`config.mk`:
```
export PLATFORM = sky130hd
export DESIGN_NAME = ascon_round_fsm
export DESIGN_NICKNAME = d
export VERILOG_FILES = /design/src/rtl/ascon_round_fsm.sv
export SDC_FILE = /design/constraint.sdc
export NUM_CORES = 1
export LEC_CHECK = 0
export CAP_MARGIN = 20
export CORE_AREA = 4 4 41 43
export CTS_CLUSTER_SIZE = 28
export DETAILED_ROUTE_END_ITERATION = 10
export DIE_AREA = 0 0 45 47
export GPL_TIMING_DRIVEN = 0
export SLEW_MARGIN = 15
export SYNTH_ARGS = -nofsm -noshare
export SYNTH_HDL_FRONTEND = slang
export SYNTH_SLANG_ARGS = --single-unit
```
`constraint.sdc`:
```
create_clock -name clock_i -period 1.2 [get_ports clock_i]
set_input_delay 0.3 -clock clock_i [delete_from_list [all_inputs] [get_ports clock_i]]
set_output_delay 0.3 -clock clock_i [all_outputs]
set_load 0.1 [all_outputs]
```
`src/rtl/ascon_round_fsm.sv`:
```
`default_nettype none
// +----------------------------------------------------------------------------+
// | Module      : ascon_round_fsm                                              |
// | Description : Permutation round sequencer for the ASCON core. Accepts      |
// |               p12/p6 requests over a start/ready handshake, steers the     |
// |               external 4-bit round counter (enable, load 0, load 6),       |
// |               produces the per-round constant and the permutation          |
// |               state-register enable, and pulses done_o on completion.      |
// | Optional    : `define ASCON_ROUND_CHECK_EN adds round-counter sequencing   |
// |               checks with a sticky err_o flag.                             |
// | Ports       : clock_i      system clock (rising edge)                      |
// |               reset_i      synchronous active-high reset                   |
// |               start_i      request, accepted when start_i & ready_o        |
// |               mode_i       0 = p12 (rounds 0..11), 1 = p6 (rounds 6..11)   |
// |               counter_i    current round index from the round counter      |
// |               ready_o      idle, can accept a request                      |
// |               enable_cpt_o round counter enable                            |
// |               init_a_o     round counter load 0 (p12)                      |
// |               init_b_o     round counter load 6 (p6)                       |
// |               en_state_o   permutation state-register enable               |
// |               rc_o         round constant for current round                |
// |               done_o       one-cycle completion pulse                      |
// |               err_o        sequencing error flag (sticky)                  |
// | Revision    : 1.0  initial release                                         |
// +----------------------------------------------------------------------------+

module ascon_round_fsm (
  input  logic       clock_i,
  input  logic       reset_i,
  input  logic       start_i,
  input  logic       mode_i,
  input  logic [3:0] counter_i,
  output logic       ready_o,
  output logic       enable_cpt_o,
  output logic       init_a_o,
  output logic       init_b_o,
  output logic       en_state_o,
  output logic [7:0] rc_o,
  output logic       done_o,
  output logic       err_o
);

  typedef enum logic [1:0] {
    S_IDLE = 2'd0,
    S_LOAD = 2'd1,
    S_RUN  = 2'd2,
    S_DONE = 2'd3
  } state_t;

  localparam logic [3:0] C_LAST_ROUND = 4'd11;
  localparam logic [3:0] C_P12_FIRST  = 4'd0;
  localparam logic [3:0] C_P6_FIRST   = 4'd6;

  state_t     r_state;
  state_t     w_state_next;
  logic       r_mode;        // latched request mode: 1 = p6
  logic       w_accept;
  logic       w_violation;
  logic [3:0] w_rc_hi;

  assign w_accept = start_i & (r_state == S_IDLE);

  // Upper nibble of the round constant; legal rounds 0..11 never wrap.
  assign w_rc_hi = 4'hF - counter_i;

`ifdef ASCON_ROUND_CHECK_EN
  logic       r_first;       // high during the first RUN cycle
  logic       r_err;
  logic [3:0] w_first_round;

  assign w_first_round = r_mode ? C_P6_FIRST : C_P12_FIRST;

  // The counter must start where LOAD put it and never leave the 0..11 range.
  assign w_violation = (r_state == S_RUN) &&
                       ((r_first && (counter_i != w_first_round)) ||
                        (counter_i > C_LAST_ROUND));

  always_ff @(posedge clock_i) begin
    if (reset_i) begin
      r_first <= 1'b0;
      r_err   <= 1'b0;
    end else begin
      r_first <= (r_state == S_LOAD);
      // A fresh request clears a previous error; it can never coincide
      // with a new violation since accept only happens in IDLE.
      if (w_accept) begin
        r_err <= 1'b0;
      end else if (w_violation) begin
        r_err <= 1'b1;
      end
    end
  end

  assign err_o = r_err;
`else
  assign w_violation = 1'b0;
  assign err_o       = 1'b0;
`endif

  // State and mode registers.
  always_ff @(posedge clock_i) begin
    if (reset_i) begin
      r_state <= S_IDLE;
      r_mode  <= 1'b0;
    end else begin
      r_state <= w_state_next;
      if (w_accept) begin
        r_mode <= mode_i;
      end
    end
  end

  // Next-state and Moore outputs.
  always_comb begin
    w_state_next = r_state;
    ready_o      = 1'b0;
    enable_cpt_o = 1'b0;
    init_a_o     = 1'b0;
    init_b_o     = 1'b0;
    en_state_o   = 1'b0;
    rc_o         = 8'h00;
    done_o       = 1'b0;

    unique case (r_state)
      S_IDLE: begin
        ready_o = 1'b1;
        if (start_i) begin
          w_state_next = S_LOAD;
        end
      end

      S_LOAD: begin
        enable_cpt_o = 1'b1;
        init_a_o     = ~r_mode;
        init_b_o     = r_mode;
        w_state_next = S_RUN;
      end

      S_RUN: begin
        enable_cpt_o = 1'b1;
        en_state_o   = 1'b1;
        rc_o         = {w_rc_hi, counter_i};
        // Out-of-range counts without checking simply keep running until
        // the external counter wraps back around to the last round.
        if (w_violation) begin
          w_state_next = S_IDLE;
        end else if (counter_i == C_LAST_ROUND) begin
          w_state_next = S_DONE;
        end
      end

      S_DONE: begin
        done_o       = 1'b1;
        w_state_next = S_IDLE;
      end

      default: begin
        w_state_next = S_IDLE;
      end
    endcase
  end

endmodule

`default_nettype wire

```
Word-level counts from Yosys, hierarchy flattened
Cells that the tools add are included.
{ "word_totals": {"regBits": 3, "in_bits": 8, "output_inout_bits": 15, "elab_cells": 24} }
{ "classes": {"n_addsub": 1, "n_eq_ne": 6, "mux": 10, "bitwise": 2, "n_reduce_logical": 3} }
{ "op_table": {"columns": ["operator", "count"], "rows": [
  ["8-bit two-way mux", 1],
  ["2-bit one-hot mux with 4 select lines", 1],
  ["1-bit two-way mux", 6],
  ["2-bit == test, second input constant", 2],
  ["4-bit == test, second input constant", 1],
  ["2-bit two-way mux", 2],
  ["2-bit inequality test, second input constant", 2],
  ["4-bit subtractor, first input constant", 1],
  ["2-bit by 1-bit == test with 1-bit output, second input constant", 1],
  ["2-bit zero test", 1],
  ["2-bit AND reduction", 1],
  ["2-bit OR reduction", 1],
  ["1-bit bitwise AND", 1],
  ["1-bit NOT", 1]
]} }

Depth between registers and ports, before layout
{ "logic_depth": {"ltp_word": 3, "mapped_depth": 5, "mapped_depth_nobuf": 5} }

Worst setup path before layout
OpenSTA, ideal clock, no wires.
{ "synth_path": {"path_type": "reg2out", "start": "register r_state[0]", "end": "output rc_o[4]", "arrival_ns": 2.792, "required_ns": 0.900, "setup_slack_ns": -1.892, "path_stages_with_launch": 5, "n_path_buf": 0, "path_cell_list": "dfxtp_1 > inv_1 > ha_1 > inv_2 > nor2_1"} }
{ "synth_between": {"elab_chain_len": 2} }
{ "synth_lines": {"columns": ["item", "line_no", "rtl"], "rows": [
  ["start: declaration", "54", "state_t r_state;"],
  ["start signal: assignment", "106", "r_state <= w_state_next;"],
  ["2-bit == test", "124", "unique case (r_state)"],
  ["8-bit two-way mux", "124", null],
  ["end: declaration", "38", "output logic [7:0] rc_o,"]
]} }
Every way passes these cells.

Final worst setup path
{ "layout_path": {"start": "register r_state[1]", "end": "output enable_cpt_o"} }
{ "layout_between": {"elab_chain_len": 3, "word_cells_on_any_way": 4, "cone_classes": "2 x eq/ne; 1 x mux; 1 x reduce/logical"} }
{ "layout_lines": {"columns": ["item", "line_no", "rtl"], "rows": [
  ["2-bit == test / 2-bit by 1-bit == test with 1-bit output (equally long branches)", "124", null],
  ["2-bit OR reduction (no line) (*)", null, null],
  ["1-bit two-way mux (*)", "124", null],
  ["end: declaration", "34", "output logic enable_cpt_o,"]
]} }
Mark *: on every way between the ends. The rest lies on a longest branch, timed or not.

==> summary.txt <==
status -> finished with violations
failing checks -> setup timing
final setup fails -> 17
Worst Reg-to-Reg Cells -> 7
number of global-route vias before repair -> 461
met3 routed WL -> 152 um
#FFs+latches synth -> 3
Synth area leaders -> ha_1, dfxtp_1, and2_1
critical path arrival -> 1190 ps
Unique masters post-synth -> 21
overflow left after global routing -> 0
syn nets -> 51
yosys warns -> 0
final wirelength -> 1.142 mm
dominant synthesized flop cell -> dfxtp_1
R2R setup slack -> -190 ps
Post-synth EDFFs -> 0
M1 WL -> 332 um
initial antenna violation count -> 0
n_diodes -> 0
CP Data Required Time -> 900 ps
reg2reg start -> r_state[0]
min-delay src -> r_mode
CTS root buf -> clkbuf_4
RSZ-0062 raised after global routing -> true
critical path's slowest cell -> dfxtp_4
combinational family with the most area after synthesis -> simple AND/OR/NAND/NOR gates
fillcell total -> 113
sequential cell area fraction in the yosys report -> 19.43%
fin util -> 68.08%
CTS tree -> yes
share of the synthesized area in the top cell type -> 20.24%
multi-input logic area -> 309.0 sq um
Avg Inst Size Synth -> 8.133 sq um
Tcrit/Tclk final -> 124.0%
clock sinks -> 3
drt first pass iters -> 3
htree depth -> 1
top layer in use -> met4
die height -> 47 um
hold endpoint -> r_mode
Bufs on Longest Clock Path -> 2
Area Overhead vs Synth -> 186.6%
global-route wire length before repair -> 1.980 mm
num ports -> 23
Clock transition at path regs -> 40 ps
core area -> 1301 sq um
fin nets -> 87
wire length on met2 -> 653 um
via density per instance -> 4.682
Setup WS post-layout -> -287.5 ps
Synth Area in Adders -> 20.24%
Synth Area in Compound Gates -> 14.98%
largest net degree at the start of global routing -> 8
CP max FO -> 3
CTS Hold Buffers Added -> 0
Synth Cell Area -> 309.0 sq um
crit-path cells -> inv_4, ha_2, buf_12
Crit Path Class -> reg -> out
Slew Viols, Final -> 0
gr usage total -> 13.17%
crit path launch type -> flop
hold path depth -> 2
Final Hold Fails -> 0
Synth Area in XOR/XNOR -> 0%
Worst path max stage delay -> 370 ps
detailed-route DRC error count -> 0
Core Rows -> 13
CP bufs+invs -> 2
Routed Antenna Nets -> 0
Hold Path Class -> reg -> reg
multiplexer share of the synthesized area -> 0%
RD Place Congestion -> 0.6066
Tmin final -> 1487 ps
ys async rst share -> 0%
latest clock arrival within the worst-skew pair -> 230 ps
CP Capture Type -> output pin
Syn Inst Count -> 38
Clock Skews -> 1.070 ps
FMAX -> 0.6723 GHz
detailed-route via count -> 412
delay-heaviest family, CP -> flip-flops
max_cap viols -> 0
Post-synth top cells -> ha_1, nor2_1, and2_1
starting density of the core -> 23.75%
Simple-Gate Fraction of Synth Area -> 36.84%
WL/cell -> 12.98 um
chip width -> 45 um
layout cells sized above 1 -> 71.23%
Synth area leader -> ha_1
TritonCTS buffer count -> 3
RR Endpoint -> r_state[1]
Register Area -> 65.06 sq um
Die ar. -> 2115 sq um
starting DRC count in detailed routing -> 3
PortBufs -> 21
[tightest hold or removal path, stage by stage, from the launching register on]
cell	delay (ps)
dfxtp_1	340
nand2_1	70
a21oi_1	60
[layer usage]
layer	up-vias	GRT usage [%]
li1	199	-
met1	190	9.955
met2	21	25.99
met3	2	8.429
met4	0	5.263
met5	-	0
[cell families (layout without fill, tap and decap cells)]
group / Yosys count / in the layout
other: 1 / 1
buffers and inverters: 5 / 40
AND/OR/NAND/NOR: 19 / 19
flip-flops: 3 / 3
adder cells (fa/ha/maj): 5 / 5
AO/OA/AOI/OAI: 5 / 5
[cell usage in the layout (no fill, tap or decap), types with 2 or more instances in the layout]
| master | count |
|---|---|
| ha_2 | 2 |
| and2_4 | 5 |
| clkbuf_4 | 3 |
| buf_6 | 3 |
| clkdlybuf4s50_1 | 3 |
| ha_4 | 2 |
| buf_4 | 8 |
| dlygate4sd2_1 | 4 |
| nor2_4 | 4 |
| buf_12 | 14 |
| inv_4 | 2 |
| nand2_1 | 2 |
[state kept, by name, summed over array words and instances (netlist names)]
register,flops
r_mode,1
r_state,2
[per-stage QoR]
step	TNS, ps	instance area (sq um)	setup slack, ps	hold slack, ps	instances
6_report	-3946	885.9	-287.5	515.5	88
5_1_grt	-4875	885.9	-337.1	542.0	88
3_3_place_gp	-15400	626.9	-1245	503.7	74
4_1_cts	-4179	878.3	-307.2	521.0	87
3_5_place_dp	-15400	626.9	-1238	522.7	74
2_1_floorplan	-4431	397.9	-478.3	358.8	38
[repair_timing]
action | in CTS | in global routing
setup endpoints to repair | 16 | 17
pin swaps | 4 | 0
gates resized for setup | 140 | 0
cloned | 0 | 0
setup buffers | 9 | 1
[area by class of cell]
class / count / area share (%)
plain buffers: 1 / 0.8475
well taps: 15 / 2.119
repair buffers: 31 / 48.73
flip-flops and latches: 3 / 7.345
multi-input cells: 30 / 34.89
inverters: 4 / 3.107
clock buffers: 4 / 2.966
[worst max-delay path by stage]
stage	startpoint	to	slack (ps)	depth (start not counted)
detailed placement	counter_i[0]	rc_o[0]	-1240	3
finish	r_state[1]	enable_cpt_o	-290	3
CTS	r_state[0]	rc_o[7]	-310	5
global placement	counter_i[0]	rc_o[0]	-1240	3
floorplan	r_state[0]	rc_o[4]	-480	4
global route	r_state[0]	rc_o[6]	-340	5
Power is left out: the tool's default activity adds up to more than one toggle a clock period on the data nets, which glitch-free logic cannot reach.
